[src/rtl/ntt_pkg.sv]
// rtl/ntt_pkg.sv - shared polynomial-memory parameters and bank mapping
//
// Purpose: constants common to the bank read and write paths, the reader FSM
//          state type, and bank_rot(), the single definition of the
//          conflict-free bank rotation.
// Ports:   none (package).
`ifndef D_width
`define D_width 16
`endif

package ntt_pkg;

  localparam int BN      = 16;
  localparam int D_WIDTH = `D_width;
  localparam int ADDR_W  = 9;
  localparam int ROT_W   = 4;

  typedef enum logic [1:0] {
    ST_IDLE,
    ST_RUN,
    ST_DRAIN,
    ST_FIN
  } rd_state_e;

  // Coefficient k lives in bank (k[3:0] + bank_rot(k>>4)) mod 16.
  // The row is zero-extended to three nibbles and the nibbles are summed mod 16.
  function automatic logic [ROT_W-1:0] bank_rot(input logic [ADDR_W-1:0] row);
    logic [11:0] r12;
    r12 = 12'(row);
    return r12[3:0] + r12[7:4] + r12[11:8];
  endfunction

endpackage

[src/rtl/ntt_bank_reader_if.sv]
// rtl/ntt_bank_reader_if.sv - coefficient-row output stream
//
// Purpose: valid/ready stream carrying one de-rotated row of BN coefficients.
// Signals: out_valid (beat available), out_ready (sink accepts),
//          out_data (BN lanes of D_WIDTH), out_row (row index of the beat).
interface ntt_bank_reader_if;
  import ntt_pkg::*;

  logic                    out_valid;
  logic                    out_ready;
  logic [BN*D_WIDTH-1:0]   out_data;
  logic [ADDR_W-1:0]       out_row;

  modport master (output out_valid, output out_data, output out_row, input out_ready);
  modport slave  (input out_valid, input out_data, input out_row, output out_ready);

endinterface

[src/rtl/ntt_bank_reader_lane_rotator.sv]
// rtl/ntt_bank_reader_lane_rotator.sv - combinational lane barrel rotator
//
// Purpose: output lane j takes input lane (j + amt_i) mod LANES.
// Ports:   data_i (LANES*W packed lanes), amt_i (rotate amount),
//          data_o (rotated lanes).
module lane_rotator #(
  parameter int LANES = 16,
  parameter int W     = 16,
  parameter int AMT_W = 4
) (
  input  logic [LANES*W-1:0] data_i,
  input  logic [AMT_W-1:0]   amt_i,
  output logic [LANES*W-1:0] data_o
);

  always_comb begin
    data_o = '0;
    for (int j = 0; j < LANES; j++) begin
      data_o[j*W +: W] = data_i[((j + int'(amt_i)) % LANES)*W +: W];
    end
  end

endmodule

[src/rtl/ntt_bank_reader.sv]
// rtl/ntt_bank_reader.sv - streams the banked polynomial memory in natural order
//
// Purpose: reads rows 0..row_count-1 from the BN SRAM banks (shared A-port
//          address), de-rotates each returned row and emits it on a
//          valid/ready stream through a 2-entry buffer.
// Ports:   clk, rst (async, active high); start/row_count (command);
//          busy/done (status); rd_cen/rd_addr/rd_wen/rd_data (bank A ports);
//          out (ntt_bank_reader_if master: out_valid/out_ready/out_data/out_row).
module ntt_bank_reader
  import ntt_pkg::*;
(
  input  logic                  clk,
  input  logic                  rst,
  input  logic                  start,
  input  logic [ADDR_W:0]       row_count,
  output logic                  busy,
  output logic                  done,
  output logic [BN-1:0]         rd_cen,
  output logic [ADDR_W-1:0]     rd_addr,
  output logic                  rd_wen,
  input  logic [BN*D_WIDTH-1:0] rd_data,
  ntt_bank_reader_if.master     out
);

  rd_state_e             state_q, state_d;
  logic [ADDR_W-1:0]     issue_row_q, issue_row_d;
  logic [ADDR_W:0]       rows_left_q, rows_left_d;

  // Read issued last cycle; its row and rotation travel with it so the
  // returning data is de-rotated with the matching amount.
  logic                  inflight_q;
  logic [ADDR_W-1:0]     pend_row_q;
  logic [ROT_W-1:0]      pend_rot_q;

  logic [ADDR_W-1:0]     row_mem_q  [2];
  logic [BN*D_WIDTH-1:0] data_mem_q [2];
  logic                  wr_ptr_q, rd_ptr_q;
  logic [1:0]            count_q;

  logic                  issue;
  logic                  pop;
  logic                  push;
  logic                  credit;
  logic [1:0]            occ;
  logic [BN*D_WIDTH-1:0] rotated;

  lane_rotator #(
    .LANES (BN),
    .W     (D_WIDTH),
    .AMT_W (ROT_W)
  ) u_rot (
    .data_i (rd_data),
    .amt_i  (pend_rot_q),
    .data_o (rotated)
  );

  assign push = inflight_q;
  assign pop  = (count_q != 2'd0) && out.out_ready;
  assign occ  = {1'b0, inflight_q} + count_q;
  // SRAM data cannot be stalled, so a row is only issued when a buffer slot
  // is guaranteed for it; a same-cycle pop frees one.
  assign credit = (occ < 2'd2) || ((occ == 2'd2) && pop);

  always_comb begin
    state_d     = state_q;
    issue_row_d = issue_row_q;
    rows_left_d = rows_left_q;
    issue       = 1'b0;
    case (state_q)
      ST_IDLE: begin
        if (start) begin
          if (row_count == '0) begin
            state_d = ST_FIN;
          end else begin
            state_d     = ST_RUN;
            issue_row_d = '0;
            rows_left_d = row_count;
          end
        end
      end
      ST_RUN: begin
        if (credit) begin
          issue       = 1'b1;
          issue_row_d = issue_row_q + 1'b1;
          rows_left_d = rows_left_q - 1'b1;
          if (rows_left_q == 1) state_d = ST_DRAIN;
        end
      end
      ST_DRAIN: begin
        // Leave as the final beat is accepted so done follows it directly.
        if (!inflight_q && ((count_q == 2'd0) || ((count_q == 2'd1) && pop))) begin
          state_d = ST_FIN;
        end
      end
      ST_FIN:  state_d = ST_IDLE;
      default: state_d = ST_IDLE;
    endcase
  end

  always_ff @(posedge clk or posedge rst) begin
    if (rst) begin
      state_q     <= ST_IDLE;
      issue_row_q <= '0;
      rows_left_q <= '0;
      inflight_q  <= 1'b0;
      pend_row_q  <= '0;
      pend_rot_q  <= '0;
      wr_ptr_q    <= 1'b0;
      rd_ptr_q    <= 1'b0;
      count_q     <= 2'd0;
      for (int i = 0; i < 2; i++) begin
        row_mem_q[i]  <= '0;
        data_mem_q[i] <= '0;
      end
    end else begin
      state_q     <= state_d;
      issue_row_q <= issue_row_d;
      rows_left_q <= rows_left_d;
      inflight_q  <= issue;
      if (issue) begin
        pend_row_q <= issue_row_q;
        pend_rot_q <= bank_rot(issue_row_q);
      end
      if (push) begin
        row_mem_q[wr_ptr_q]  <= pend_row_q;
        data_mem_q[wr_ptr_q] <= rotated;
        wr_ptr_q             <= ~wr_ptr_q;
      end
      if (pop) rd_ptr_q <= ~rd_ptr_q;
      case ({push, pop})
        2'b10:   count_q <= count_q + 2'd1;
        2'b01:   count_q <= count_q - 2'd1;
        default: count_q <= count_q;
      endcase
    end
  end

  always_ff @(posedge clk) begin
    if (!rst) begin
      assert (!(push && !pop && (count_q == 2'd2)))
        else $error("ntt_bank_reader: output buffer overflow");
    end
  end

  assign busy          = (state_q != ST_IDLE);
  assign done          = (state_q == ST_FIN);
  assign rd_cen        = issue ? '0 : '1;
  assign rd_addr       = issue_row_q;
  assign rd_wen        = 1'b1;
  assign out.out_valid = (count_q != 2'd0);
  assign out.out_data  = data_mem_q[rd_ptr_q];
  assign out.out_row   = row_mem_q[rd_ptr_q];

endmodule

[src/flat_wrapper.sv]
// flat-port wrapper written by rule: the top's interface ports become plain ports
module ntt_bank_reader_flat import ntt_pkg::*;
  (clk, rst, start, row_count, busy, done, rd_cen, rd_addr, rd_wen, rd_data, out_out_valid, out_out_data, out_out_row, out_out_ready);
  ntt_bank_reader_if out_i ();
  input  logic clk;
  input  logic rst;
  input  logic start;
  input  logic [ADDR_W:0] row_count;
  output logic busy;
  output logic done;
  output logic [BN-1:0] rd_cen;
  output logic [ADDR_W-1:0] rd_addr;
  output logic rd_wen;
  input  logic [BN*D_WIDTH-1:0] rd_data;
  output wire logic [$bits(out_i.out_valid)-1:0] out_out_valid;
  output wire logic [$bits(out_i.out_data)-1:0] out_out_data;
  output wire logic [$bits(out_i.out_row)-1:0] out_out_row;
  input wire logic [$bits(out_i.out_ready)-1:0] out_out_ready;
  assign out_out_valid = out_i.out_valid;
  assign out_out_data = out_i.out_data;
  assign out_out_row = out_i.out_row;
  assign out_i.out_ready = out_out_ready;
  ntt_bank_reader u_core (.clk(clk), .rst(rst), .start(start), .row_count(row_count), .busy(busy), .done(done), .rd_cen(rd_cen), .rd_addr(rd_addr), .rd_wen(rd_wen), .rd_data(rd_data), .out(out_i));
endmodule
[config.mk]
export PLATFORM = sky130hd
export DESIGN_NAME = ntt_bank_reader_flat
export DESIGN_NICKNAME = d
export VERILOG_FILES = /design/src/rtl/ntt_pkg.sv /design/src/rtl/ntt_bank_reader_if.sv /design/src/rtl/ntt_bank_reader_lane_rotator.sv /design/src/rtl/ntt_bank_reader.sv /design/src/flat_wrapper.sv
export SDC_FILE = /design/constraint.sdc
export NUM_CORES = 2
export LEC_CHECK = 0
export CAP_MARGIN = 15
export CORE_MARGIN = 2
export CORE_UTILIZATION = 35
export CTS_CLUSTER_SIZE = 40
export DETAILED_ROUTE_END_ITERATION = 10
export PLACE_DENSITY_LB_ADDON = 0.15
export SLEW_MARGIN = 20
export SYNTH_ARGS = -nofsm -noshare
export SYNTH_HDL_FRONTEND = slang
export SYNTH_SLANG_ARGS = --single-unit
export TNS_END_PERCENT = 100
[constraint.sdc]
create_clock -name clk -period 22.4 [get_ports clk]
set_input_delay 4.48 -clock clk [delete_from_list [all_inputs] [get_ports clk]]
set_output_delay 4.48 -clock clk [all_outputs]
set_load 0.02 [all_outputs]
==> results by group <==
Outcome
  – Status: completed

Global routing
  – GRT Util Overall: 0.289
  – GR Overflow Total: 0
  – First-pass GRT wire length: 219 mm
  – Largest net degree at the start of global routing: 210
  – Vias in the first global route: 28400
  – Initial antenna violation count: 23

Yosys
  – Post-synthesis sequential area ratio: 0.392
  – Yosys warns: 0
  – Yosys cell types: 56
  – Post-synthesis compound-gate area fraction: 0.106
  – Syn nets: 3626
  – Synth Area in Simple Gates: 0.0937
  – Largest family of logic cells by synthesized area: multiplexers
  – Post-synth ARST share: 1.00
  – Post-synthesis adder-cell area fraction: 0.00834
  – Post-Synthesis Cells: 3333
  – Avg Cell Area, Syn: 10.9 µm²
  – Post-synth top flop: dfrtp_1
  – Post-synthesis mux area share: 0.354
  – Yosys reg bits: 569
  – EDFF count, synth: 0
  – Xor/xnor cell area share of the yosys netlist: 0.00548
  – Cell Area, Synth: 0.0363 mm²

Route
  – Initial DRC count: 2583
  – WL final: 156 mm
  – Mean routed wirelength per cell: 30.2 µm
  – Final ANT Viol Nets: 0
  – Vias per inst: 5.77
  – Drt first pass iters: 5
  – Vias: 29800
  – DRC: 0

Finish
  – Nets: 4010
  – Most common cell after layout, fill and taps aside: nand2_1
  – Fraction of layout cells with a size suffix above 1: 0.249
  – Area Overhead vs Synth: 24.7%
  – Most frequent cells in the layout: nand2_1 (821), dfrtp_1 (564), clkdlybuf4s50_1 (562)
  – Final design utilization: 0.439

Worst hold path
  – Worst hold path type: flop to flop
  – Hold Crit Start: u_core.data_mem_q[203]

Pwr
  – Seq pwr share: 0.219
  – Internal power: 4.39 mW
  – Clk pwr share: 0.143
  – Sw Share: 0.466
  – VDD IR max: 0.0981 mV
  – Leakage: 18.6 nW
  – Switching Power: 3.84 mW
  – Combinational share of power: 0.639
  – PD cells: 182 mW/mm²

Clock network
  – H-Tree Depth: 3
  – Hold-fix buffers, CTS: 0
  – Reg clk slew, reported paths: 50 ps
  – Worst-Skew Late Latency: 640 ps
  – Clock buffer depth: 3
  – CTS tree: yes
  – Num Clock Sinks: 569
  – CTS Buf Count: 71
  – # resized after CTS: 0
  – Clk root buf: clkbuf_16
  – Post CTS Setup Buffer Count: 0

Timing
  – Worst Tran Pin Value: 1260 ps
  – Fin crit period: 10840 ps
  – Ratio of final minimum period to clock period: 0.484
  – Clk_skew: 30.2 ps
  – Final setup vio count: 0
  – Final Hold Slack: 471 ps
  – RSZ-0062 raised after global routing: no
  – Final Hold Vio Count: 0
  – FMAX: 0.0922 GHz
  – Setup_tns: 0 ps
  – Slew Limit Fails: 0
  – Max-slew headroom: 0.152

Critical path
  – Max FO, Critical Path: 42
  – RR Startpoint: u_core.pend_rot_q[0]
  – Critical Path RT: 17920 ps
  – CP startpoint: out_out_ready
  – Crit path arrival time: 6360 ps
  – Worst setup path class: primary input to output pin
  – Crit end category: output pin
  – CP Launch Type: primary input

Floorplan
  – Die area: 0.106 mm²
  – Height of the die: 326 µm
  – Initial Util: 0.352
  – Core area: 0.103 mm²
  – Rows: 118
  – Die width: 326 µm
  – Top Ports: 564

Placement
  – IO buf count: 562
  – Post-DP HPWL: 119 mm
  – GPL Wtd Cong: 0.865

Run
  – Max-cap viol count: 0
## Yosys cell counts (all sizes together) (2+ instances only)
cell | n | area share
a21oi | 7 | 0.00096
a221o | 2 | 0.00055
a22oi | 128 | 0.026
a311oi | 3 | 0.00072
and2 | 5 | 0.00086
and3 | 5 | 0.00086
buf | 101 | 0.016
clkbuf | 200 | 0.021
dfrtp | 569 | 0.39
fa | 2 | 0.0011
ha | 21 | 0.0072
inv | 26 | 0.0027
mux2 | 450 | 0.14
mux2i | 130 | 0.036
mux4 | 288 | 0.18
nand2 | 822 | 0.085
nand2b | 3 | 0.00052
nand3 | 9 | 0.0012
nand4 | 2 | 0.00034
nor2 | 25 | 0.0026
nor2b | 2 | 0.00034
nor3 | 2 | 0.00028
nor4 | 4 | 0.00069
o211ai | 3 | 0.00062
o21ai | 411 | 0.057
o221ai | 65 | 0.016
o22ai | 3 | 0.00052
o31ai | 4 | 0.00083
o41ai | 2 | 0.00048
or2 | 2 | 0.00034
xnor2 | 15 | 0.0038
xor2 | 6 | 0.0017
## path summary, 6_finish.rpt
kind,endpoint,slack (ps),cells past startpoint
worst min register to register,u_core.data_mem_q[203],470,2
worst min-delay path,u_core.data_mem_q[203],470,2
min in group asynchronous,u_core.data_mem_q[178],4410,2
worst max-delay path,rd_cen[1],11560,5
max in group asynchronous,u_core.data_mem_q[87],14930,5
worst max register to register,u_core.data_mem_q[332],16570,9
## state kept, by name, summed over array words and instances (netlist names)
name,count
u_core.wr_ptr_q,1
u_core.rd_addr,9
u_core.state_q,2
u_core.row_mem_q,18
u_core.inflight_q,1
u_core.pend_row_q,9
u_core.pend_rot_q,4
u_core.rd_ptr_q,1
u_core.data_mem_q,512
u_core.count_q,2
u_core.rows_left_q,10
## per-layer routing
| layer | part of all wire | global-route usage | vias to the layer above |
|---|---|---|---|
| li1 | - | - | 13100 |
| met1 | 0.44 | 0.411 | 15200 |
| met2 | 0.44 | 0.429 | 1313 |
| met3 | 0.089 | 0.0758 | 197 |
| met4 | 0.033 | 0.0917 | 28 |
| met5 | 0.0011 | 0 | - |
## logic make-up after synthesis
logic type | count (synthesis)
AND/OR/NAND/NOR | 884
multiplexers | 868
AO/OA/AOI/OAI | 639
flip-flops | 569
buffers and inverters | 328
adder cells (fa/ha/maj) | 23
XOR/XNOR | 21
other | 1
## power by group through the flow
stage	logic (mW)	registers, mW	clock network [mW]
final	5.25	1.80	1.17
after global routing	5.57	1.86	1.24
after CTS	5.28	1.79	1.20
after detailed placement	5.25	1.81	0
after global placement	5.23	1.80	0
after floorplan	3.22	1.71	0
## cell type report
type                    count  area, µm²
fillers                  9771      57900
flip-flops and latches    569      14300
multi-input cells        2436      20800
inverters                  27        109
well taps                1380       1730
clock buffers              98       2110
clock inverters            28        250
diodes                     18       45.0
repair buffers            612       6030
## worst max-delay path, stage by stage
cell	delay (ps)
clkdlybuf4s50_1	480
nor3b_1	400
o21ai_2	100
buf_4	290
clkdlybuf4s50_1	590
## per-stage QoR
| step | power, mW | setup WS [ps] | instances | area (µm²) |
|---|---|---|---|---|
| 5_1_grt | 8.67 | 11420 | 5151 | 45200 |
| 6_report | 8.23 | 11560 | 5168 | 45300 |
| 4_1_cts | 8.27 | 11540 | 5150 | 45200 |
| 3_5_place_dp | 7.06 | 11550 | 5024 | 42900 |
| 3_3_place_gp | 7.03 | 11560 | 5024 | 42900 |
| 2_1_floorplan | 4.93 | 2000 | 3333 | 36300 |
Note: power is estimated with default switching activity, not from simulation.
